## config.mk

```make
export PLATFORM = sky130hd
export DESIGN_NAME = uart_echo_buffer_flat
export DESIGN_NICKNAME = d
export VERILOG_FILES = /design/src/rtl/uart_pkg.sv /design/src/rtl/uart_echo_buffer_if.sv /design/src/rtl/uart_sync_fifo.sv /design/src/rtl/uart_echo_buffer.sv /design/src/flat_wrapper.sv
export SDC_FILE = /design/constraint.sdc
export NUM_CORES = 1
export LEC_CHECK = 0
export ABC_AREA = 1
export CAP_MARGIN = 20
export CELL_PAD_IN_SITES_DETAIL_PLACEMENT = 0
export CELL_PAD_IN_SITES_GLOBAL_PLACEMENT = 1
export CORE_MARGIN = 5
export CORE_UTILIZATION = 45
export CTS_CLUSTER_SIZE = 20
export DETAILED_ROUTE_END_ITERATION = 12
export PLACE_DENSITY_LB_ADDON = 0.25
export SETUP_SLACK_MARGIN = 0.15
export SYNTH_ARGS = -nofsm -noshare
export SYNTH_HDL_FRONTEND = slang
export SYNTH_SLANG_ARGS = --single-unit
```

## constraint.sdc

```tcl
create_clock -name i_clk -period 5.5 [get_ports i_clk]
set_clock_uncertainty 0.1 [all_clocks]
set_input_delay 0.825 -clock i_clk [delete_from_list [all_inputs] [get_ports i_clk]]
set_output_delay 0.825 -clock i_clk [all_outputs]
set_load 0.005 [all_outputs]
```

## src/rtl/uart_pkg.sv

```systemverilog
`default_nettype none
// +--------------------------------------------------------------------------+
// | Package     : uart_pkg                                                   |
// | Description : Shared constants for the UART loopback echo path: default |
// |               byte width, buffer geometry, busy timeout and the drain    |
// |               FSM state encoding.                                        |
// | Ports       : none (package)                                             |
// | Revision    : 1.0  initial release                                       |
// +--------------------------------------------------------------------------+
package uart_pkg;

  localparam int UART_DATA_W       = 8;
  localparam int UART_DEPTH        = 16;
  localparam int UART_ADDR_W       = 4;
  localparam int UART_BUSY_TIMEOUT = 8;

  // Drain FSM encodings, 2 bits wide.
  localparam logic [1:0] IDLE      = 2'd0;
  localparam logic [1:0] LAUNCH    = 2'd1;
  localparam logic [1:0] WAIT_BUSY = 2'd2;
  localparam logic [1:0] WAIT_DONE = 2'd3;

  typedef enum logic [1:0] {
    S_IDLE      = IDLE,
    S_LAUNCH    = LAUNCH,
    S_WAIT_BUSY = WAIT_BUSY,
    S_WAIT_DONE = WAIT_DONE
  } drain_state_e;

endpackage
`default_nettype wire

```

## src/rtl/uart_echo_buffer_if.sv

```systemverilog
`default_nettype none
// +--------------------------------------------------------------------------+
// | Interface   : uart_echo_buffer_if                                        |
// | Description : Receiver/transmitter handshake and status bundle of the   |
// |               echo buffer.                                               |
// | Signals     : i_rx_dv/i_rx_data  receiver strobe and byte                |
// |               i_tx_busy          transmitter busy                        |
// |               o_tx_dv/o_tx_data  launch strobe and byte to transmitter   |
// |               o_last_byte        last received byte (display)            |
// |               o_count/o_full/o_empty/o_overflow  buffer status           |
// | Modports    : master (environment side), slave (echo buffer side)        |
// | Revision    : 1.0  initial release                                       |
// +--------------------------------------------------------------------------+
interface uart_echo_buffer_if #(
  parameter int DATA_W = uart_pkg::UART_DATA_W,
  parameter int ADDR_W = uart_pkg::UART_ADDR_W
);
  logic              i_rx_dv;
  logic [DATA_W-1:0] i_rx_data;
  logic              i_tx_busy;
  logic              o_tx_dv;
  logic [DATA_W-1:0] o_tx_data;
  logic [DATA_W-1:0] o_last_byte;
  logic [ADDR_W:0]   o_count;
  logic              o_full;
  logic              o_empty;
  logic              o_overflow;

  modport master (
    output i_rx_dv, i_rx_data, i_tx_busy,
    input  o_tx_dv, o_tx_data, o_last_byte, o_count, o_full, o_empty, o_overflow
  );

  modport slave (
    input  i_rx_dv, i_rx_data, i_tx_busy,
    output o_tx_dv, o_tx_data, o_last_byte, o_count, o_full, o_empty, o_overflow
  );
endinterface
`default_nettype wire

```

## src/rtl/uart_sync_fifo.sv

```systemverilog
`default_nettype none
// +--------------------------------------------------------------------------+
// | Module      : uart_sync_fifo                                             |
// | Description : Single-clock FIFO with occupancy count, full/empty and a  |
// |               sticky overflow flag. A write while full is accepted only |
// |               when a pop happens in the same cycle.                      |
// | Ports       : i_clk, i_reset        clock, sync active-high reset        |
// |               i_wr_req, i_wr_data   write strobe and data                |
// |               i_pop                 advance read pointer                 |
// |               o_head                entry at the read pointer            |
// |               o_count, o_full, o_empty, o_overflow  status               |
// | Revision    : 1.0  initial release                                       |
// +--------------------------------------------------------------------------+
module uart_sync_fifo
  import uart_pkg::*;
#(
  parameter int DATA_W = UART_DATA_W,
  parameter int DEPTH  = UART_DEPTH,
  parameter int ADDR_W = UART_ADDR_W
) (
  input  logic              i_clk,
  input  logic              i_reset,
  input  logic              i_wr_req,
  input  logic [DATA_W-1:0] i_wr_data,
  input  logic              i_pop,
  output logic [DATA_W-1:0] o_head,
  output logic [ADDR_W:0]   o_count,
  output logic              o_full,
  output logic              o_empty,
  output logic              o_overflow
);

  localparam logic [ADDR_W:0] C_DEPTH = (ADDR_W + 1)'(DEPTH);

  logic [DATA_W-1:0] mem [DEPTH];

  logic [ADDR_W-1:0] wr_ptr_q, wr_ptr_d;
  logic [ADDR_W-1:0] rd_ptr_q, rd_ptr_d;
  logic [ADDR_W:0]   count_q, count_d;
  logic              overflow_q, overflow_d;

  logic w_full;
  logic w_empty;
  logic w_pop;
  logic w_push;

  assign w_full  = (count_q == C_DEPTH);
  assign w_empty = (count_q == '0);
  // A pop is never honoured on an empty buffer, so a byte written this
  // cycle into an empty FIFO cannot leave in the same cycle.
  assign w_pop   = i_pop && !w_empty;
  // The slot freed by a same-cycle pop lets a write through even when full.
  assign w_push  = i_wr_req && (!w_full || w_pop);

  always_comb begin
    wr_ptr_d   = wr_ptr_q;
    rd_ptr_d   = rd_ptr_q;
    count_d    = count_q;
    overflow_d = overflow_q;

    // DEPTH is a power of two, so pointers wrap by natural overflow.
    if (w_push) wr_ptr_d = wr_ptr_q + 1'b1;
    if (w_pop)  rd_ptr_d = rd_ptr_q + 1'b1;

    case ({w_push, w_pop})
      2'b10:   count_d = count_q + 1'b1;
      2'b01:   count_d = count_q - 1'b1;
      default: count_d = count_q;
    endcase

    if (i_wr_req && !w_push) overflow_d = 1'b1;
  end

  always_ff @(posedge i_clk) begin
    if (i_reset) begin
      wr_ptr_q   <= '0;
      rd_ptr_q   <= '0;
      count_q    <= '0;
      overflow_q <= 1'b0;
    end else begin
      wr_ptr_q   <= wr_ptr_d;
      rd_ptr_q   <= rd_ptr_d;
      count_q    <= count_d;
      overflow_q <= overflow_d;
    end
  end

  // Storage is not reset; stale entries are unreachable once pointers clear.
  always_ff @(posedge i_clk) begin
    if (w_push) mem[wr_ptr_q] <= i_wr_data;
  end

  assign o_head     = mem[rd_ptr_q];
  assign o_count    = count_q;
  assign o_full     = w_full;
  assign o_empty    = w_empty;
  assign o_overflow = overflow_q;

endmodule
`default_nettype wire

```

## src/rtl/uart_echo_buffer.sv

```systemverilog
`default_nettype none
// +--------------------------------------------------------------------------+
// | Module      : uart_echo_buffer                                           |
// | Description : Loopback buffer between UART receiver and transmitter.    |
// |               Queues received bytes and launches them one at a time,    |
// |               waiting for the transmitter to go busy and idle again.    |
// |               Also holds the last received byte for the display.        |
// | Ports       : i_clk, i_reset  clock, sync active-high reset              |
// |               bus (slave)     rx strobe/data, tx busy, tx launch/data,   |
// |                               last byte, count, full, empty, overflow    |
// | Revision    : 1.0  initial release                                       |
// +--------------------------------------------------------------------------+
module uart_echo_buffer
  import uart_pkg::*;
#(
  parameter int DATA_W       = UART_DATA_W,
  parameter int DEPTH        = UART_DEPTH,
  parameter int ADDR_W       = UART_ADDR_W,
  parameter int BUSY_TIMEOUT = UART_BUSY_TIMEOUT
) (
  input  logic              i_clk,
  input  logic              i_reset,
  uart_echo_buffer_if.slave bus
);

  localparam int              TMO_W      = $clog2(BUSY_TIMEOUT) + 1;
  localparam logic [TMO_W-1:0] C_TMO_LAST = TMO_W'(BUSY_TIMEOUT - 1);

  drain_state_e      state_q, state_d;
  logic [TMO_W-1:0]  tmo_q, tmo_d;
  logic              tx_dv_q, tx_dv_d;
  logic [DATA_W-1:0] tx_data_q, tx_data_d;
  logic [DATA_W-1:0] last_byte_q, last_byte_d;

  logic [DATA_W-1:0] w_head;
  logic              w_empty;
  logic              w_pop;
  logic [TMO_W-1:0]  w_tmo_inc;

  uart_sync_fifo #(
    .DATA_W (DATA_W),
    .DEPTH  (DEPTH),
    .ADDR_W (ADDR_W)
  ) u_fifo (
    .i_clk      (i_clk),
    .i_reset    (i_reset),
    .i_wr_req   (bus.i_rx_dv),
    .i_wr_data  (bus.i_rx_data),
    .i_pop      (w_pop),
    .o_head     (w_head),
    .o_count    (bus.o_count),
    .o_full     (bus.o_full),
    .o_empty    (w_empty),
    .o_overflow (bus.o_overflow)
  );

  // The head leaves the FIFO during the launch cycle itself.
  assign w_pop     = (state_q == S_LAUNCH);
  assign w_tmo_inc = tmo_q + 1'b1;

  always_comb begin
    state_d = state_q;
    tmo_d   = tmo_q;

    case (state_q)
      S_IDLE: begin
        if (!w_empty) state_d = S_LAUNCH;
      end
      S_LAUNCH: begin
        state_d = S_WAIT_BUSY;
        tmo_d   = '0;
      end
      S_WAIT_BUSY: begin
        if (bus.i_tx_busy) begin
          state_d = S_WAIT_DONE;
        end else begin
          // Transmitter never acknowledged: treat the byte as sent.
          tmo_d = w_tmo_inc;
          if (w_tmo_inc >= C_TMO_LAST) state_d = S_IDLE;
        end
      end
      S_WAIT_DONE: begin
        if (!bus.i_tx_busy) state_d = S_IDLE;
      end
      default: state_d = S_IDLE;
    endcase
  end

  // Launch strobe and byte are registered on entry to LAUNCH so both are
  // presented together; the byte is the FIFO head, captured before the pop.
  always_comb begin
    tx_dv_d     = (state_d == S_LAUNCH);
    tx_data_d   = tx_data_q;
    last_byte_d = last_byte_q;
    if (state_d == S_LAUNCH) tx_data_d = w_head;
    // Updated on every strobe, including a byte the FIFO drops.
    if (bus.i_rx_dv) last_byte_d = bus.i_rx_data;
  end

  always_ff @(posedge i_clk) begin
    if (i_reset) begin
      state_q     <= S_IDLE;
      tmo_q       <= '0;
      tx_dv_q     <= 1'b0;
      tx_data_q   <= '0;
      last_byte_q <= '0;
    end else begin
      state_q     <= state_d;
      tmo_q       <= tmo_d;
      tx_dv_q     <= tx_dv_d;
      tx_data_q   <= tx_data_d;
      last_byte_q <= last_byte_d;
    end
  end

  assign bus.o_tx_dv     = tx_dv_q;
  assign bus.o_tx_data   = tx_data_q;
  assign bus.o_last_byte = last_byte_q;
  assign bus.o_empty     = w_empty;

endmodule
`default_nettype wire
```

## src/flat_wrapper.sv

```systemverilog
// flat-port wrapper written by rule: the top's interface ports become plain ports
module uart_echo_buffer_flat import uart_pkg::*;
#(
  parameter int DATA_W       = UART_DATA_W,
  parameter int DEPTH        = UART_DEPTH,
  parameter int ADDR_W       = UART_ADDR_W,
  parameter int BUSY_TIMEOUT = UART_BUSY_TIMEOUT
)
  (i_clk, i_reset, bus_i_rx_dv, bus_i_rx_data, bus_i_tx_busy, bus_o_tx_dv, bus_o_tx_data, bus_o_last_byte, bus_o_count, bus_o_full, bus_o_empty, bus_o_overflow);
  uart_echo_buffer_if #(.DATA_W(DATA_W), .ADDR_W(ADDR_W)) bus_i ();
  input  logic i_clk;
  input  logic i_reset;
  input wire logic [$bits(bus_i.i_rx_dv)-1:0] bus_i_rx_dv;
  input wire logic [$bits(bus_i.i_rx_data)-1:0] bus_i_rx_data;
  input wire logic [$bits(bus_i.i_tx_busy)-1:0] bus_i_tx_busy;
  output wire logic [$bits(bus_i.o_tx_dv)-1:0] bus_o_tx_dv;
  output wire logic [$bits(bus_i.o_tx_data)-1:0] bus_o_tx_data;
  output wire logic [$bits(bus_i.o_last_byte)-1:0] bus_o_last_byte;
  output wire logic [$bits(bus_i.o_count)-1:0] bus_o_count;
  output wire logic [$bits(bus_i.o_full)-1:0] bus_o_full;
  output wire logic [$bits(bus_i.o_empty)-1:0] bus_o_empty;
  output wire logic [$bits(bus_i.o_overflow)-1:0] bus_o_overflow;
  assign bus_i.i_rx_dv = bus_i_rx_dv;
  assign bus_i.i_rx_data = bus_i_rx_data;
  assign bus_i.i_tx_busy = bus_i_tx_busy;
  assign bus_o_tx_dv = bus_i.o_tx_dv;
  assign bus_o_tx_data = bus_i.o_tx_data;
  assign bus_o_last_byte = bus_i.o_last_byte;
  assign bus_o_count = bus_i.o_count;
  assign bus_o_full = bus_i.o_full;
  assign bus_o_empty = bus_i.o_empty;
  assign bus_o_overflow = bus_i.o_overflow;
  uart_echo_buffer #(.DATA_W(DATA_W), .DEPTH(DEPTH), .ADDR_W(ADDR_W), .BUSY_TIMEOUT(BUSY_TIMEOUT)) u_core (.i_clk(i_clk), .i_reset(i_reset), .bus(bus_i));
endmodule
```

==> results.md, run 1 <==
* Outcome: finished clean
* Seq cells post-synth at 165
* Slowest cell on crit path: clkdlybuf4s50_1
* Max-cap violations at 0
* Fin nets at about 790
* Setup Buffers After CTS at 0
* Crit. End Element: flip-flop
* Critical-path cell list: clkdlybuf4s50_1 > clkinv_1 > nand3_1 > inv_1 > ha_1 > inv_1 > o21ai_0 > a21o_1 > nand2_1 > a21oi_1 > nor2_1
* DR iter-0 viols at 280
* FF/Latch Area at about 4600 um2
* Dpl cell area at 7652 um2
* Vias per inst at 4.876
* Clk slew on worst S/H paths at 0.06 ns
* CP most frequent cell: inv_1
* CTS tree: done
* Starting utilization of the core area at 0.4541
* Total track usage at 0.1877
* Layout cells sized above 1 at 0.06122
* RSZ-0062 raised after global routing: false
* Drt pass-1 iters at 5
* Max Freq at between 300 and 400 MHz
* First-pass GRT wire length at 26080 um
* Slew @ Worst Pin at 1.013 ns
* Max-slew violation count at 0
* GPL Wtd Cong at 0.7803
* Mapped Area at 7162 um2
* Critical path required time at 5.72 ns
* Slew HR at 0.3248
* # DRC at 0
* Synthesized area per cell at 9.652 um2
* Cells on worst reg2reg path at 10
* Buffers on Ports at 36
* Num ports at 37
* Ys flop type: edfxtp_1
* Resize count post-CTS at 0
* EDFF count, synth at about 130
* Antenna Cells at 0
* DRT antenna net count at 0
* Hold Crit Class: flip-flop to flip-flop
* Fin Setup TNS at 0 ns
* Crit path DAT at 3.32 ns
* Clock tree buffer depth at 2
* Final Instance Area at 8284 um2
* Die area at approximately 19000 um2
* Crit path launch type: input pin
* Root Buffer: clkbuf_16
* Syn nets at 765
* Peak supply drop at around 0.21 mV
* Core area at approximately 16000 um2
* Count of cell types in the netlist at 30
* Hold-fix buffers, CTS at 0
* Ys Warns at 0
* Height of the die at 136.2 um
* Pwr dens at 444.8 nW/um2
* Fill cell count at 1434
* Multi-input logic area at 2004 um2
* Post-Route WL at ~16000 um
* DIE WIDTH at 136.2 um
* Final setup viols at 0
* Crit Path Category: input pin to flip-flop
* Vias at 4876
* Largest net degree at the start of global routing at 75
* Fin crit period at slightly above 3 ns
* Synth Instances at 742
* Grt ovf at 0
* Lkg Pwr at 3.433 nW
* Final worst-path cycle share at 0.5643
* Latest clock arrival within the worst-skew pair at 0.42 ns
* CTS H-Tree Depth at 4
* Share of the yosys chip area belonging to registers at 0.6401
* Routed length per instance at 16.26 um
* Crit-path max cell delay at 0.71 ns
* Rows at 46
* Detailed Place HPWL at 10740 um
* Vias in the first global route at 4858
* Hold Vio Cnt, Final at 0
* Worst hold margin at 0.3846 ns
* Total CTS buffers at 17
* Hold Path Depth at 2
* Synthesis-to-finish area growth at 15.67%
* Asr flop ratio synth at 0
* Crit Path Max Fanout at 12
* Clock Sinks at 165
* Initial antenna violation count at 0
-- where the power goes --
group          total (W)  internal (W)  switching, W  leakage, nW
Sequential       0.00148       0.00142     0.0000506         1.46
Combinational   0.000986      0.000350      0.000636         1.67
Clock            0.00122      0.000725      0.000498        0.301
-- final timing paths --
check / from / end / slack, ns
max: bus_i_rx_dv / u_core.u_fifo.o_count[4] / 2.40
min: u_core.tmo_q[3] / u_core.tmo_q[3] / 0.38
max reg2reg: u_core.u_fifo.rd_ptr_q[0] / u_core.bus.o_tx_data[2] / 2.84
min reg2reg: u_core.tmo_q[3] / u_core.tmo_q[3] / 0.38
-- cell usage in the layout (no fill, tap or decap), drive strengths merged, types with 13 or more instances in the layout --
cell type | synthesis | layout
nor2 | 70 | 70
o21ai | 20 | 20
clkdlybuf4s50 | 0 | 36
inv | 105 | 114
nand3 | 101 | 101
a21oi | 13 | 13
dfxtp | 37 | 37
edfxtp | 128 | 128
nand2 | 205 | 205
clkbuf | 7 | 17
-- metal layers --
metal  part of all wire  vias to the layer above  global-route usage
li1                   -                     2466                   -
met1               0.46                     2283              0.2558
met2               0.48                      106              0.3005
met3              0.039                       21             0.03886
met4              0.021                        0             0.06439
met5                  0                        -                   0
-- cells in the mapped netlist (2+ instances only) --
| library cell | instances | share of area |
|---|---|---|
| nand2_1 | 204 | 0.11 |
| xor2_1 | 4 | 0.0049 |
| or2_2 | 2 | 0.0017 |
| nand3_1 | 100 | 0.070 |
| edfxtp_1 | 128 | 0.54 |
| inv_2 | 3 | 0.0016 |
| o211ai_1 | 7 | 0.0073 |
| ha_1 | 10 | 0.017 |
| o21ai_0 | 18 | 0.013 |
| clkbuf_1 | 7 | 0.0037 |
| buf_2 | 17 | 0.012 |
| a21oi_1 | 13 | 0.0091 |
| nor2_1 | 67 | 0.035 |
| dfxtp_1 | 37 | 0.10 |
| buf_4 | 2 | 0.0021 |
| buf_6 | 3 | 0.0047 |
| inv_1 | 102 | 0.053 |
| nor2_2 | 3 | 0.0026 |
| clkinv_1 | 4 | 0.0021 |
-- critical path, delay by kind of cell --
| family | cells | cell delay, ns |
|---|---|---|
| fa+ha+maj | 1 | 0.36 |
| simple gates | 3 | 0.38 |
| compound gates | 3 | 0.55 |
| buf+inv | 4 | 1.21 |
-- final cells by class --
type / instances / area share
clock buffer: 17 / 0.05135
clock inverter: 15 / 0.02250
timing repair buffer: 40 / 0.04863
multi-input combinational: 438 / 0.2420
inverter: 109 / 0.04939
sequential: 165 / 0.5535
tap: 216 / 0.03262
-- metrics by stage --
step	setup WS, ns	cells	power [W]	util
after floorplan	3.139	742	0.002160	-
after global placement	2.115	967	0.002474	0.4852
after detailed placement	1.948	967	0.002487	0.4852
after CTS	2.403	999	0.003709	0.5240
after global routing	2.155	1000	0.003908	0.5253
final	2.396	1000	0.003685	0.5253
-- kinds of logic after synthesis --
logic type               after synthesis  share of synthesized area
XOR/XNOR                               5                   0.006114
AND/OR/NAND/NOR                      379                     0.2196
adder cells (fa/ha/maj)               11                    0.02027
flip-flops                           165                     0.6401
buffers and inverters                139                    0.08001
AO/OA/AOI/OAI                         43                    0.03389
-- flip-flops by register name, indices dropped and copies added (netlist names) --
name and count:
u_core.u_fifo.rd_ptr_q 4, u_core.state_q 2, u_core.u_fifo.o_count 5, u_core.u_fifo.wr_ptr_q 4, u_core.tmo_q 4, u_core.u_fifo.mem 128, u_core.bus.o_tx_data 8, u_core.u_fifo.o_overflow 1
u_core.bus.o_last_byte 8, u_core.bus.o_tx_dv 1
Power figures use the tool's default switching activity.
==> run 2, diff against run 1 <==
==> constraint.sdc (replaced) <==
create_clock -name i_clk -period 3.2 [get_ports i_clk]
set_clock_uncertainty 0.1 [all_clocks]
set_input_delay 0.48 -clock i_clk [delete_from_list [all_inputs] [get_ports i_clk]]
set_output_delay 0.48 -clock i_clk [all_outputs]
set_load 0.005 [all_outputs]
==> results.md, run 2 (synthesized netlist as in run 1, its figures left out) <==
* Core area at 15770 um2 (unchanged)
* Drt pass-1 iters at 8 (+3)
* Crit. End Element: flip-flop
* Setup Buffers After CTS at 0 (unchanged)
* First-pass GRT wire length at 26290 um (+0.79%)
* Total CTS buffers at 17 (unchanged)
* Max reg flops at 128 (unchanged)
* Crit Path Category: input pin to flip-flop
* Final worst-path cycle share at 0.7317
* CTS H-Tree Depth at 4 (unchanged)
* # DRC at 0 (unchanged)
* Worst setup margin at 0.8584 ns (-1.538 ns)
* Vias at 4948 (+1.5%)
* Starting utilization of the core area at 0.4541 (unchanged)
* Top reg by flops: u_core.u_fifo.mem
* Buffers on Ports at 36 (unchanged)
* Layout cells sized above 1 at 0.06835 (+0.007130)
* Crit path launch type: input pin
* Hold Crit Class: flip-flop to flip-flop
* Dpl ws at 0.4169 ns (-1.531 ns)
* Height of the die at 136.2 um (unchanged)
* Vias per inst at 4.918 (+0.87%)
* GPL Wtd Cong at 0.8706 (+12%)
* Clock tree buffer depth at 2 (unchanged)
* Commonest non-fill, non-tap cell in the layout: nand2_1
* Max-cap violations at 0 (unchanged)
* Fill cell count at 1389 (-3.1%)
* Synthesis-to-finish area growth at 16.19%
* Clock Sinks at 165 (unchanged)
* Outcome: finished clean
* Post-Route WL at 16650 um (+2.4%)
* Resize count post-CTS at 0 (unchanged)
* Initial antenna violation count at 0 (unchanged)
* Routed length per instance at 16.55 um (+1.8%)
* Hold Vio Cnt, Final at 0 (unchanged)
* Fin nets at 800 (+0.76%)
* Die area at 18540 um2 (unchanged)
* Slew HR at 0.3826 (+0.05779)
* Crit Path Max Fanout at 9 (-3)
* Clk slew on worst S/H paths at 0.06 ns (about the same)
* Num ports at 37 (unchanged)
* Hold-fix buffers, CTS at 0 (unchanged)
* Max Freq at about 430 MHz
* RSZ-0062 raised after global routing: false
* Slew @ Worst Pin at 0.9232 ns (-0.08958 ns)
* Critical path required time at 3.42 ns (-2.30 ns)
* Detailed Place HPWL at 11010 um (+2.5%)
* Rows at 46 (unchanged)
* Fin Setup TNS at 0 ns (unchanged)
* Total track usage at 0.1910 (+0.003299)
* DIE WIDTH at 136.2 um (unchanged)
* Root Buffer: clkbuf_16
* Commonest non-fill, non-tap cells in the layout: nand2_1 (204), edfxtp_1 (128), inv_1 (102), nand3_1 (100), nor2_1 (67)
* Vias in the first global route at 4834 (-0.49%)
* Grt ovf at 0 (unchanged)
* DRT antenna net count at 0 (unchanged)
* Pwr dens at 759.2 nW/um2 (+71%)
* Fin crit period at between 2 and 2.5 ns
* Max-slew violation count at 0 (unchanged)
* CTS tree: done
* Antenna Cells at 0 (unchanged)
* Lkg Pwr at 3.452 nW (+0.56%)
* Largest net degree at the start of global routing at 74 (-1.3%)
* DR iter-0 viols at 387 (+38%)
* Final setup viols at 0 (unchanged)
* Peak supply drop at 0.4140 mV (+99%)
* Latest clock arrival within the worst-skew pair at 0.42 ns (about the same)
* Crit path DAT at 2.56 ns (-0.76 ns)
## run 2: cell types whose count changed in the layout (fill, tap and decap cells not counted)
cell        change
buf_12          -1
inv_6           -3
clkinv_4        +2
clkinv_2        -1
buf_4           +7
inv_8           +1
clkinvlp_4      +1
## run 2: critical path: stages
cell and delay [ns]:
clkdlybuf4s50_1 0.48, clkinv_1 0.22, nand3_1 0.24, inv_1 0.11, ha_1 0.35, inv_1 0.05
o21ai_0 0.22, a21o_1 0.15, nand2_1 0.06, a21oi_1 0.13, nor2_1 0.06
## run 2: worst paths after layout
kind	from	endpoint	slack, ns	cells past startpoint
hold reg to reg	u_core.tmo_q[3]	u_core.tmo_q[3]	0.38	2
setup reg to reg	u_core.u_fifo.o_count[1]	u_core.u_fifo.o_count[4]	1.04	11
setup / recovery	bus_i_rx_dv	u_core.u_fifo.o_count[4]	0.86	11
hold / removal	u_core.tmo_q[3]	u_core.tmo_q[3]	0.38	2
## run 2: power breakdown
| group | internal, W | total (W) | switching, W |
|---|---|---|---|
| clock | 0.00125 | 0.00210 | 0.000851 |
| sequential | 0.00245 | 0.00254 | 0.0000868 |
| combinational | 0.000597 | 0.00168 | 0.00109 |
| total | 0.00429 | 0.00632 | 0.00202 |
## run 2: stage by stage
| step | total power (W) | utilization | instances | hold slack, ns | area, um2 |
|---|---|---|---|---|---|
| global route | 0.006681 | 0.5277 | 1006 | 0.4233 | 8322 |
| global placement | 0.004261 | 0.4886 | 974 | 0.3655 | 7705 |
| CTS | 0.006364 | 0.5277 | 1006 | 0.3813 | 8322 |
| detailed placement | 0.004273 | 0.4886 | 974 | 0.3721 | 7705 |
| floorplan | 0.003713 | - | 742 | 0.3552 | 7162 |
| finish | 0.006318 | 0.5277 | 1006 | 0.3781 | 8322 |
## run 2: metal layers
| layer | vias to the layer above | global-route usage | routed length (um) | share of wire |
|---|---|---|---|---|
| met4 | 0 | 0.06439 | 306 | 0.018 |
| met2 | 157 | 0.3063 | 7947 | 0.48 |
| met1 | 2293 | 0.2609 | 7411 | 0.45 |
| met5 | - | 0 | 0 | 0 |
| li1 | 2473 | - | - | - |
| met3 | 25 | 0.03886 | 987 | 0.059 |
## run 2: final cells by class
class	count	area [um2]	area share
clock inverter	15	191.4	0.02300
inverter	109	409.1	0.04917
timing repair buffer	46	435.4	0.05232
clock buffer	17	425.4	0.05112
multi-input combinational	438	2004	0.2409
tap	216	270.3	0.03248
sequential	165	4586	0.5510
==> run 3, diff against run 2 <==
==> constraint.sdc (replaced) <==
create_clock -name i_clk -period 2.25 [get_ports i_clk]
set_clock_uncertainty 0.1 [all_clocks]
set_input_delay 0.3375 -clock i_clk [delete_from_list [all_inputs] [get_ports i_clk]]
set_output_delay 0.3375 -clock i_clk [all_outputs]
set_load 0.005 [all_outputs]
==> results.md, run 3 (synthesized netlist as in run 1, its figures left out) <==
* Grt ovf at 0 (unchanged)
* Multi-input logic area at 2039 um2 (+1.7%)
* Pwr dens at 1043 nW/um2 (+37%)
* Hold Vio Cnt, Final at 0 (unchanged)
* Clock tree buffer depth at 2 (unchanged)
* Rows at 46 (unchanged)
* Vias at 5075 (+2.6%)
* Reg2reg setup slack at 0.34 ns (-0.70 ns)
* Fin crit period at 2.032 ns
* Lkg Pwr at 3.620 nW (+4.9%)
* Commonest non-fill, non-tap cells in the layout: nand2_1 (204), edfxtp_1 (128), inv_1 (102), nand3_1 (98), nor2_1 (66)
* Clock Sinks at 165 (unchanged)
* Peak supply drop at 0.5201 mV (+26%)
* Layout cells sized above 1 at 0.1119 (+0.04357)
* Buffers on Ports at 36 (unchanged)
* Final setup viols at 0 (unchanged)
* Hold Crit Class: flip-flop to flip-flop
* CTS H-Tree Depth at 4 (unchanged)
* Routed length per instance at 16.32 um (-1.4%)
* Hold Path Depth at 2 (unchanged)
* Slew @ Worst Pin at 0.5862 ns (-0.3370 ns)
* Crit path DAT at 1.59 ns (-0.97 ns)
* Core area at 15770 um2 (unchanged)
* Synthesis-to-finish area growth at 19.67%
* Max-slew violation count at 0 (unchanged)
* Reg2Reg Launch Point: u_core.u_fifo.o_count[4]
* Total CTS buffers at 17 (unchanged)
* Total power at 0.008938 W (+41%)
* Latest clock arrival within the worst-skew pair at 0.43 ns (about the same)
* Post-Route WL at 16940 um (+1.7%)
* Finished Layout Cells at 1038 (+3.2%)
* Crit Path Max Fanout at 5 (-4)
* Max-cap violations at 0 (unchanged)
* Starting utilization of the core area at 0.4541 (unchanged)
* Max reg flops at 128 (unchanged)
* Drt pass-1 iters at 4 (-4)
* Total track usage at 0.1945 (+0.003490)
* Clk slew on worst S/H paths at 0.06 ns (about the same)
* DRT antenna net count at 0 (unchanged)
* # DRC at 0 (unchanged)
* Util after Layout at 0.5435 (+0.01579)
* Vias in the first global route at 4911 (+1.6%)
* Worst hold margin at 0.3787 ns (+0.0006150 ns)
* DR iter-0 viols at 453 (+17%)
* Vias per inst at 4.889 (-0.60%)
* Root Buffer: clkbuf_16
* Die area at 18540 um2 (unchanged)
* Antenna Cells at 0 (unchanged)
* RR Endpoint: u_core.u_fifo.o_count[4]
* Cells on worst reg2reg path at 9 (-2)
* Top reg by flops: u_core.u_fifo.mem
* Crit Path Category: flip-flop to output pin
* Commonest non-fill, non-tap cell in the layout: nand2_1
* Initial antenna violation count at 0 (unchanged)
* Final worst-path cycle share at 0.9033
* Detailed Place HPWL at 11080 um (+0.67%)
* Hold path endpoint: u_core.tmo_q[3]
* DIE WIDTH at 136.2 um (unchanged)
* GPL Wtd Cong at 0.8244 (-5.3%)
* Placed insts at 1003 (+3.0%)
* CTS tree: done
* FF/Latch Area at 4591 um2 (+0.11%)
* Crit path launch type: flip-flop
* RSZ-0062 raised after global routing: false
* Hold-fix buffers, CTS at 0 (unchanged)
* Height of the die at 136.2 um (unchanged)
* First-pass GRT wire length at 26960 um (+2.5%)
* Hold path startpoint: u_core.tmo_q[3]
* Crit. End Element: output pin
* Fin nets at 832 (+4.0%)
* Slew HR at 0.6068 (+0.2241)
* Outcome: finished clean
* Critical path required time at 1.81 ns (-1.61 ns)
* Largest net degree at the start of global routing at 56 (-24%)
* Max Freq at 492.0 MHz
* Fill cell count at 1447 (+4.2%)
* Num ports at 37 (unchanged)
==> run 3: final cells by class <==
class                   instances  area share
multi-input cells             438      0.2380
flip-flops and latches        165      0.5356
clock buffers                  21     0.05620
inverters                     109     0.04774
repair buffers                 78     0.08204
clock inverters                11    0.008905
well taps                     216     0.03153
==> run 3: worst max path at each step <==
stage | start | endpoint | depth (start not counted)
after detailed placement | bus_i_rx_dv | u_core.u_fifo.o_count[4] | 11
after CTS | u_core.u_fifo.o_count[3] | bus_o_empty | 4
final | u_core.u_fifo.o_count[1] | bus_o_empty | 4
after global routing | u_core.u_fifo.o_count[1] | bus_o_empty | 4
after global placement | bus_i_rx_dv | u_core.u_fifo.o_count[4] | 11
after floorplan | u_core.u_fifo.o_count[1] | u_core.u_fifo.o_count[4] | 11
==> run 3: what timing repair did <==
item	CTS	global route
setup buffers	1	2
setup endpoints to repair	2	4
pin swaps	3	3
endpoints found under the hold margin	0	0
gates resized for setup	2	11
==> run 3: where the power goes <==
| group | internal, W | switching [W] | leakage, nW | total, W |
|---|---|---|---|---|
| logic | 0.00101 | 0.00159 | 1.89 | 0.00261 |
| clock network | 0.00153 | 0.00117 | 0.266 | 0.00270 |
| registers | 0.00349 | 0.000140 | 1.46 | 0.00363 |
==> run 3: routing by layer <==
layer,GRT usage,wire (um)
met1,0.2729,7781
met2,0.3096,8147
met3,0.03405,739
met4,0.06215,271
met5,0,0
==> run 3: per-stage QoR <==
step / instance area, um2 / setup slack, ns / TNS [ns]
2_1_floorplan: 7162 / 0.3233 / 0
3_3_place_gp: 7948 / -0.03035 / -0.03035
3_5_place_dp: 7948 / -0.07180 / -0.1089
4_1_cts: 8521 / 0.1519 / 0
5_1_grt: 8571 / 0.1528 / 0
6_report: 8571 / 0.2175 / 0
==> run 3: critical path, cell delays in order, from the launching register on <==
cell             delay [ns]
dfxtp_2                0.36
nor2_4                 0.16
nand3_4                0.10
inv_1                  0.06
clkdlybuf4s50_1        0.49
